$ cat src/rtl/fpu_pkg.sv
// fpu_pkg: constants and types shared by the FP issue controller.
//   - major opcodes of the FP instruction classes it accepts
//   - OP-FP funct5 values and the FALU operation codes they map to
//   - instruction-kind codes produced by the classifier
//   - controller state enum
package fpu_pkg;

  localparam logic [6:0] OP_FP     = 7'b1010011;
  localparam logic [6:0] OP_FLOAD  = 7'b0000111;
  localparam logic [6:0] OP_FSTORE = 7'b0100111;

  localparam logic [4:0] F5_ADD  = 5'b00000;
  localparam logic [4:0] F5_SUB  = 5'b00001;
  localparam logic [4:0] F5_MUL  = 5'b00010;
  localparam logic [4:0] F5_DIV  = 5'b00011;
  localparam logic [4:0] F5_SQRT = 5'b00100;
  localparam logic [4:0] F5_MIN  = 5'b00101;
  localparam logic [4:0] F5_MAX  = 5'b00110;
  localparam logic [4:0] F5_EQ   = 5'b10100;
  localparam logic [4:0] F5_LT   = 5'b10101;
  localparam logic [4:0] F5_LE   = 5'b10110;

  // Code 0 means "no FALU operation"; the compares (8..10) write the integer file.
  localparam logic [4:0] FOP_NONE = 5'd0;
  localparam logic [4:0] FOP_ADD  = 5'd1;
  localparam logic [4:0] FOP_SUB  = 5'd2;
  localparam logic [4:0] FOP_MUL  = 5'd3;
  localparam logic [4:0] FOP_DIV  = 5'd4;
  localparam logic [4:0] FOP_SQRT = 5'd5;
  localparam logic [4:0] FOP_MIN  = 5'd6;
  localparam logic [4:0] FOP_MAX  = 5'd7;
  localparam logic [4:0] FOP_EQ   = 5'd8;
  localparam logic [4:0] FOP_LT   = 5'd9;
  localparam logic [4:0] FOP_LE   = 5'd10;

  localparam logic [1:0] KIND_FP    = 2'd0;
  localparam logic [1:0] KIND_LOAD  = 2'd1;
  localparam logic [1:0] KIND_STORE = 2'd2;
  localparam logic [1:0] KIND_NONE  = 2'd3;

  typedef enum logic [2:0] {
    ST_IDLE,
    ST_ISSUE,
    ST_WAIT,
    ST_MEM,
    ST_WB
  } state_t;

  // Unmapped funct5 values return FOP_NONE, which the classifier treats as illegal.
  function automatic logic [4:0] funct5_to_op(input logic [4:0] f5);
    case (f5)
      F5_ADD:  return FOP_ADD;
      F5_SUB:  return FOP_SUB;
      F5_MUL:  return FOP_MUL;
      F5_DIV:  return FOP_DIV;
      F5_SQRT: return FOP_SQRT;
      F5_MIN:  return FOP_MIN;
      F5_MAX:  return FOP_MAX;
      F5_EQ:   return FOP_EQ;
      F5_LT:   return FOP_LT;
      F5_LE:   return FOP_LE;
      default: return FOP_NONE;
    endcase
  endfunction

endpackage

$ cat src/rtl/fpu_instr_classify.sv
// fpu_instr_classify: combinational decode of one FP instruction word.
// Ports:
//   instr   in  32  raw instruction
//   kind    out 2   KIND_FP / KIND_LOAD / KIND_STORE / KIND_NONE
//   falu_op out 5   FALU operation code (0 unless a mapped OP-FP)
//   imm     out 32  sign-extended load/store offset (0 otherwise)
//   illegal out 1   opcode or funct5 not supported
module fpu_instr_classify
  import fpu_pkg::*;
(
  input  logic [31:0] instr,
  output logic [1:0]  kind,
  output logic [4:0]  falu_op,
  output logic [31:0] imm,
  output logic        illegal
);

  // Register and rounding fields are latched by the controller, not decoded here.
  logic unused_fields;
  assign unused_fields = ^instr[19:12];

  always_comb begin
    kind    = KIND_NONE;
    falu_op = FOP_NONE;
    imm     = '0;
    illegal = 1'b1;
    case (instr[6:0])
      OP_FP: begin
        kind    = KIND_FP;
        falu_op = funct5_to_op(instr[31:27]);
        illegal = (falu_op == FOP_NONE);
      end
      OP_FLOAD: begin
        kind    = KIND_LOAD;
        imm     = {{20{instr[31]}}, instr[31:20]};
        illegal = 1'b0;
      end
      OP_FSTORE: begin
        kind    = KIND_STORE;
        imm     = {{20{instr[31]}}, instr[31:25], instr[11:7]};
        illegal = 1'b0;
      end
      default: ;
    endcase
  end

endmodule

$ cat src/rtl/fpu_issue_ctrl.sv
// fpu_issue_ctrl: single-issue sequencer for the single-precision FP unit.
// Accepts one instruction in IDLE, then drives the FALU (ISSUE/WAIT), the
// data-memory port (MEM) and the register-file writeback strobe (WB) in order.
// Optional feature macro: FPU_ISSUE_TIMEOUT_EN -- bounds WAIT to FALU_TIMEOUT
// cycles and pulses falu_timeout on abort; otherwise falu_timeout is tied 0.
// Ports:
//   clk, rst_n (async active-low)
//   instr_valid/instr in, instr_ready out (high only in IDLE)
//   rs1_addr/rs2_addr/rd_addr/rm/fmt out   latched instruction fields
//   falu_start/falu_op out, falu_done in   FALU handshake
//   base_data in; mem_req/mem_we/mem_addr/mem_width out; mem_ack in
//   wb_en/wb_int out                       writeback strobe and target file
//   illegal_instr/falu_timeout out         one-cycle event pulses
module fpu_issue_ctrl
  import fpu_pkg::*;
#(
  parameter int FALU_TIMEOUT = 64
) (
  input  logic        clk,
  input  logic        rst_n,
  input  logic        instr_valid,
  input  logic [31:0] instr,
  output logic        instr_ready,
  output logic [4:0]  rs1_addr,
  output logic [4:0]  rs2_addr,
  output logic [4:0]  rd_addr,
  output logic [2:0]  rm,
  output logic [1:0]  fmt,
  output logic        falu_start,
  output logic [4:0]  falu_op,
  input  logic        falu_done,
  input  logic [31:0] base_data,
  output logic        mem_req,
  output logic        mem_we,
  output logic [31:0] mem_addr,
  output logic [2:0]  mem_width,
  input  logic        mem_ack,
  output logic        wb_en,
  output logic        wb_int,
  output logic        illegal_instr,
  output logic        falu_timeout
);

  state_t      state;
  logic [1:0]  dec_kind;
  logic [4:0]  dec_op;
  logic [31:0] dec_imm;
  logic        dec_illegal;

  fpu_instr_classify u_classify (
    .instr   (instr),
    .kind    (dec_kind),
    .falu_op (dec_op),
    .imm     (dec_imm),
    .illegal (dec_illegal)
  );

  assign instr_ready = (state == ST_IDLE);

`ifdef FPU_ISSUE_TIMEOUT_EN
  logic [31:0] wait_cnt;
`else
  assign falu_timeout = 1'b0;
  wire unused_timeout_cfg = (FALU_TIMEOUT == 0);
`endif

  always_ff @(posedge clk or negedge rst_n) begin
    if (!rst_n) begin
      state         <= ST_IDLE;
      rs1_addr      <= '0;
      rs2_addr      <= '0;
      rd_addr       <= '0;
      rm            <= '0;
      fmt           <= '0;
      falu_start    <= 1'b0;
      falu_op       <= FOP_NONE;
      mem_req       <= 1'b0;
      mem_we        <= 1'b0;
      mem_addr      <= '0;
      mem_width     <= '0;
      wb_en         <= 1'b0;
      wb_int        <= 1'b0;
      illegal_instr <= 1'b0;
`ifdef FPU_ISSUE_TIMEOUT_EN
      falu_timeout  <= 1'b0;
      wait_cnt      <= '0;
`endif
    end else begin
      // Event outputs are single-cycle pulses.
      falu_start    <= 1'b0;
      wb_en         <= 1'b0;
      illegal_instr <= 1'b0;
`ifdef FPU_ISSUE_TIMEOUT_EN
      falu_timeout  <= 1'b0;
`endif
      case (state)
        ST_IDLE: begin
          if (instr_valid) begin
            if (dec_illegal) begin
              // Rejected words leave every latched field untouched.
              illegal_instr <= 1'b1;
            end else begin
              rs1_addr <= instr[19:15];
              rs2_addr <= instr[24:20];
              rd_addr  <= instr[11:7];
              rm       <= instr[14:12];
              fmt      <= instr[26:25];
              falu_op  <= dec_op;
              if (dec_kind == KIND_FP) begin
                falu_start <= 1'b1;
                state      <= ST_ISSUE;
              end else begin
                // Address is formed once here and held for the whole access.
                mem_req   <= 1'b1;
                mem_we    <= (dec_kind == KIND_STORE);
                mem_addr  <= base_data + dec_imm;
                mem_width <= instr[14:12];
                state     <= ST_MEM;
              end
            end
          end
        end
        ST_ISSUE: begin
          // falu_done is deliberately not looked at until WAIT.
`ifdef FPU_ISSUE_TIMEOUT_EN
          wait_cnt <= '0;
`endif
          state <= ST_WAIT;
        end
        ST_WAIT: begin
          if (falu_done) begin
            wb_en  <= 1'b1;
            wb_int <= (falu_op >= FOP_EQ);
            state  <= ST_WB;
          end
`ifdef FPU_ISSUE_TIMEOUT_EN
          else if (wait_cnt == 32'(FALU_TIMEOUT - 1)) begin
            falu_timeout <= 1'b1;
            state        <= ST_IDLE;
          end else begin
            wait_cnt <= wait_cnt + 32'd1;
          end
`endif
        end
        ST_MEM: begin
          if (mem_ack) begin
            mem_req <= 1'b0;
            if (mem_we) begin
              state <= ST_IDLE;
            end else begin
              wb_en  <= 1'b1;
              wb_int <= 1'b0;
              state  <= ST_WB;
            end
          end
        end
        ST_WB: begin
          wb_int <= 1'b0;
          state  <= ST_IDLE;
        end
        default: state <= ST_IDLE;
      endcase
    end
  end

endmodule

$ cat config.mk
export PLATFORM = sky130hd
export DESIGN_NAME = fpu_issue_ctrl
export DESIGN_NICKNAME = d
export VERILOG_FILES = /design/src/rtl/fpu_pkg.sv /design/src/rtl/fpu_instr_classify.sv /design/src/rtl/fpu_issue_ctrl.sv
export SDC_FILE = /design/constraint.sdc
export NUM_CORES = 1
export LEC_CHECK = 0
export ABC_AREA = 0
export CORE_ASPECT_RATIO = 1.5
export CORE_UTILIZATION = 45
export DETAILED_ROUTE_END_ITERATION = 6
export DONT_BUFFER_PORTS = 1
export PLACE_DENSITY = 0.69
export SETUP_SLACK_MARGIN = 0.4
export SYNTH_ARGS = -nofsm -noshare
export SYNTH_HDL_FRONTEND = slang
export SYNTH_SLANG_ARGS = --single-unit
$ cat constraint.sdc
create_clock -name clk -period 2.51 [get_ports clk]
set_input_delay 0.502 -clock clk [delete_from_list [all_inputs] [get_ports clk]]
set_output_delay 0.502 -clock clk [all_outputs]
set_load 0.005 [all_outputs]
* Word-level counts from Yosys, hierarchy flattened *
Memories as Yosys holds them, arrays and structs flattened.
Index checks and enable logic that the tools add are counted.

operators by class
  add/sub/neg operators = 1
  $lt $le $gt $ge = 1
  equality and inequality tests = 14
  muxes and demuxes = 32
  bitwise gates (word level) = 2
  reductions and logical operators = 11

operator list
  kind                number
  $pmux 32 s2         1
  $add 32x32->32      1
  $mux 1              17
  $mux 3              5
  $ne 2x2->1 const B  6
  $pmux 3 s4          1
  $reduce_and 4->1    3
  $mux 5              2
  $eq 7x3->1 const B  1
  $eq 7x6->1 const B  1
  $eq 7x7->1 const B  1
  $eq 3x2->1 const B  2
  $pmux 1 s2          3
  $pmux 2 s3          1
  $ge 5x4->1 const B  1
  $logic_not 5->1     1
  $reduce_and 5->1    1
  $eq 3x1->1 const B  1
  $eq 3x3->1 const B  1
  $logic_not 3->1     1
  $pmux 1 s3          1
  $reduce_and 3->1    1
  $reduce_bool 3->1   1
  $eq 2x2->1 const B  1
  5 further kinds     6

word-level totals
  register bits after elaboration = 69
  ROM bits = 128
  input bits = 69
  output and inout port bits = 68
  logic and storage cells = 77
  memories kept = 1

memory list
  memory            words  width  rd ports  clocked after Yosys merged registers in  write ports  line           RTL
  (name not given)  32     4      1         0                                        0            fpu_pkg.sv:51  case (f5)

* Depth between registers and ports, before layout *
  depth in word-level cells = 7
  mapped depth = 13
  mapped depth without buffers = 13

* Hierarchy *
Synthesis repeated with hierarchy kept, for this count alone.

unflattened totals
  cell total of the unflattened synthesis = 584
  area total of the unflattened synthesis = 4754.6 sq um

by module, submodules not included
  module              times used  cells each  area an instance (sq um)  seq. area each (sq um)
  fpu_issue_ctrl      1           511         4255.3                    1726.7
  fpu_instr_classify  1           73          499.2                     0.0

* Least setup slack after synthesis *
Ideal clock, no wire load.

  path type = input to register
  start point = in instr[4]
  end point = reg mem_addr[30]
  setup time = 0.129 ns
  arrival time = 3.301 ns
  required time = 2.381 ns
  setup slack = -0.920 ns
  cell stages on the path = 10
  path buffers = 1
  cell sequence = nor3b_1 > and3_1 > ha_1 > buf_2 > a21o_1 > o311a_1 > a311o_1 > a211oi_1 > xor2_1 > o21ai_1

on the way
  longest elaborated chain between the ends = 5
  elaborated cells on any way between the ends = 12
  classes of those cells = 1 x add/sub; 3 x eq/ne; 3 x mux; 2 x bitwise; 3 x reduce/logical

RTL lines
  what                                                                    line                   RTL
  start, declared                                                         fpu_issue_ctrl.sv:22   input logic [31:0] instr,
  parallel branches: the longest is 5 deep, another holds $add 32x32->32  n/a
  end signal, assigned                                                    fpu_issue_ctrl.sv:116  mem_addr <= base_data + dec_imm;
  end, declared                                                           fpu_issue_ctrl.sv:35   output logic [31:0] mem_addr,

Parallel ways; which one is timed is not known.
A chain may end at the register's enable or synchronous reset.

* Final worst setup path *
  start point = in instr[6]
  end point = reg mem_addr[21]

The elaborated chain is that of the path after synthesis.

==> key figures <==
Clock network
  • Worst-skew pair later-pin latency: 340 ps
  • CTS tree: built
  • CTS Buf Count: 9
  • Clk buf depth: 2
  • CTS Root Cell: clkbuf_16
  • H-tree Lvls: 3
  • Clock-pin slew on the worst setup and hold paths: 60 ps
  • Clock Sinks: 68

Synth
  • Cell Area, Synth: 0.00473 sq mm
  • Cell count after synthesis: 524
  • Syn_area_per_cell: 9.03 sq um
  • Register area share after synthesis: 36.0%
  • Compound-cell area share of the yosys netlist: 17.5%
  • Largest family of logic cells by synthesized area: simple AND/OR/NAND/NOR gates
  • Netlist cell types: 62
  • Area share of the largest cell type after synthesis: between 30% and 40%
  • Multiplexer area fraction after synthesis: 8.67%
  • Ys flop type: dfrtp_1
  • Seq cells post-synth: 68
  • Synth area leader: dfrtp_1
  • Async set-reset flop share out of synthesis: 100%
  • Adder-Cell Fraction of Synth Area: 9.94%
  • Yosys Warn Count: 0
  • Area share of and/or/nand/nor cells after synthesis: ~19%
  • Most frequent cell after synthesis: nand2_1
  • Synth top area cells: dfrtp_1 36%, ha_1 9.5%, nand2_1 6.8%
  • EDFF count, synth: 0
  • Synth cell count leaders: 86 x nand2_1, 68 x dfrtp_1, 38 x nor2_1, 37 x o21ai_0, 36 x ha_1
  • Post-synthesis xor/xnor area fraction: about 4.4%

Timing
  • Worst slew margin: a little over half
  • Minimum clock period: 2610 ps
  • Fin. Hold Viols: 0
  • Unrepaired setup endpoints after global routing: true
  • Setup violations, final: 15
  • F_max: 0.383 GHz
  • Tightest Pin Transition: about 700 ps
  • Max Slew Vio Count: 0
  • Period utilization: 104%
  • Setup TNS: -717 ps
  • Clk_skew: 5.63 ps
  • Final setup margin: -98.4 ps

Place
  • Placed Area: 0.00578 sq mm
  • Global placement routability congestion: ~0.9
  • Port bufs: 0
  • Hpwl dp: between 10000 and 15000 microns

Cells and area
  • # diodes: 0
  • Share of cells above drive strength 1: 44.4%
  • Final instance area: between 0.007 and 0.008 sq mm
  • Nets@finish: 767
  • Synthesis-to-layout area growth: 49.1%

Route
  • Vias per std cell: 5.61
  • WL/cell: about 19 microns
  • DRC: 0
  • DR vias: 4530
  • Post-DRT Antenna Nets: 0
  • Final wirelength: approximately 15000 microns
  • Router iterations before antenna repair: 4
  • First DRT Iteration DRCs: 135

Global route
  • Initial antenna violation count: 0
  • All-layer global routing usage: 26.0%
  • Remaining global-route overflow: 0
  • Vias in the first global route: 4671
  • Pin count of the biggest net entering global routing: 69
  • Global-route wire length before repair: 22000 microns

Power
  • Logic gate share of total power: 18.6%
  • Internal: 2.58 mW
  • Leak: 3.24 nW
  • Seq pwr share: 41.9%
  • Switching part of the total: 28.1%
  • PwrDens: 508 mW/mm^2
  • Post-layout total power: 3.59 mW
  • Sw power: 1.01 mW
  • Peak supply drop: between 0.3 and 0.4 mV
  • Clock share of power: 39.6%

Setup path
  • Critical-path maximum fanout: 5
  • Critical path endpoint category: flop
  • Crit path DAT: 2830 ps
  • Data required, critical path: 2730 ps
  • WS Path Type: in2reg
  • CP Launch Type: input port

Die
  • Die footprint: 0.0109 sq mm
  • # rows: 45
  • Core area: between 0.01 and 0.015 sq mm
  • I/O pin count: roughly 140
  • Die Ht: 128 microns
  • Initial core utilization: between 40% and 50%
  • Die Wd: 85.7 microns

Min path
  • Worst hold path class: in2async

Flow run
  • Max-cap viol count: 0

Outcome
  • Status: finished, violations left
  • Violated checks: setup timing
-- timing repair --
item                                   in CTS  in global routing
hold buffers                                1                  0
pin swaps                                  33                 68
gates cloned                                1                  0
setup endpoints to repair                  26                 52
resized for setup                          48                 71
endpoints found under the hold margin      68                  0
buffers inserted                           17                 17
-- cell type report --
| class | instances | area [sq um] |
|---|---|---|
| clock buffers | 10 | 239 |
| clock inverters | 6 | 93.8 |
| fillers | 729 | 3140 |
| inverters | 11 | 41.3 |
| multi-input cells | 422 | 3550 |
| flip-flops and latches | 68 | 1700 |
| well taps | 141 | 176 |
| repair buffers | 149 | 1250 |
-- state kept, by name, indices dropped and copies added (netlist names), 2 cells and up --
signal,count
rs1_addr,5
fmt,2
falu_op,4
mem_addr,32
mem_width,3
rm,3
state,3
rd_addr,5
rs2_addr,5
-- stage by stage --
stage          setup slack (ps)  instances  hold slack [ps]  utilization [%]
6_report                  -98.4        807             42.9             69.2
5_1_grt                    -167        807             59.7             69.2
4_1_cts                   -86.7        790             48.5             64.0
3_5_place_dp               -498        755              208             56.7
3_3_place_gp               -472        755              208             56.7
2_1_floorplan              -349        525              206                -
-- per-layer routing --
metal / vias up / part of all wire [%] / global-route usage [%]
met5: - / 0 / 0
met4: 0 / 2.6 / 10.5
met3: 30 / 5.4 / 7.43
met2: 132 / 56 / 51.0
met1: 2223 / 36 / 24.6
li1: 2145 / - / -
-- cells in the final DEF (no fill, tap or decap), types with 10 or more instances in the layout --
cell type / instances
nor2_1: 27
mux2_4: 17
nand2_1: 80
nor3_1: 10
o21ai_1: 18
ha_1: 13
nand3_1: 15
a21oi_2: 15
a21oi_1: 17
buf_4: 130
a21o_1: 10
ha_4: 20
dfrtp_1: 68
buf_6: 14
o21ai_0: 18
-- power groups by stage --
stage	logic [mW]	registers [mW]	clock network, mW
floorplan	0.394	1.46	0
global route	0.734	1.53	1.49
finish	0.665	1.50	1.42
CTS	0.615	1.50	1.44
global placement	0.534	1.51	0
detailed placement	0.555	1.52	0
-- critical path, stage by stage --
cell     delay [ps]
nor3b_4         220
buf_6           160
nand2_8          70
buf_4           140
nor2_2          150
ha_4            250
a21o_1          180
a31oi_4         180
nor2_1           60
or3_4           420
a31o_4          290
xnor2_2         130
o21ai_1          70
-- worst paths after layout --
| kind | startpoint | endpoint | slack (ps) | depth (start not counted) |
|---|---|---|---|---|
| min reg2reg | mem_addr[13]$_DFFE_PN0P_ | mem_addr[13]$_DFFE_PN0P_ | 510 | 2 |
| max | instr[6] | mem_addr[21]$_DFFE_PN0P_ | -100 | 13 |
| min in group clk | instr[12] | mem_width[0]$_DFFE_PN0P_ | 270 | 2 |
| min | rst_n | mem_req$_DFFE_PN0P_ | 40 | 1 |
| max in group asynchronous | rst_n | mem_addr[12]$_DFFE_PN0P_ | 2190 | 1 |
| max reg2reg | state[1]$_DFFE_PN0P_ | rd_addr[1]$_DFFE_PN0P_ | 500 | 7 |
-- kinds of logic after synthesis --
| family | Yosys count |
|---|---|
| xor gates and xnor gates | 24 |
| muxes | 32 |
| buffers and inverters | 35 |
| other | 1 |
| DFF | 68 |
| AOI/OAI and AO/OA | 130 |
| adders and majority gates | 37 |
| and+or+nand+nor | 197 |
Note: power is estimated with default switching activity, not from simulation.
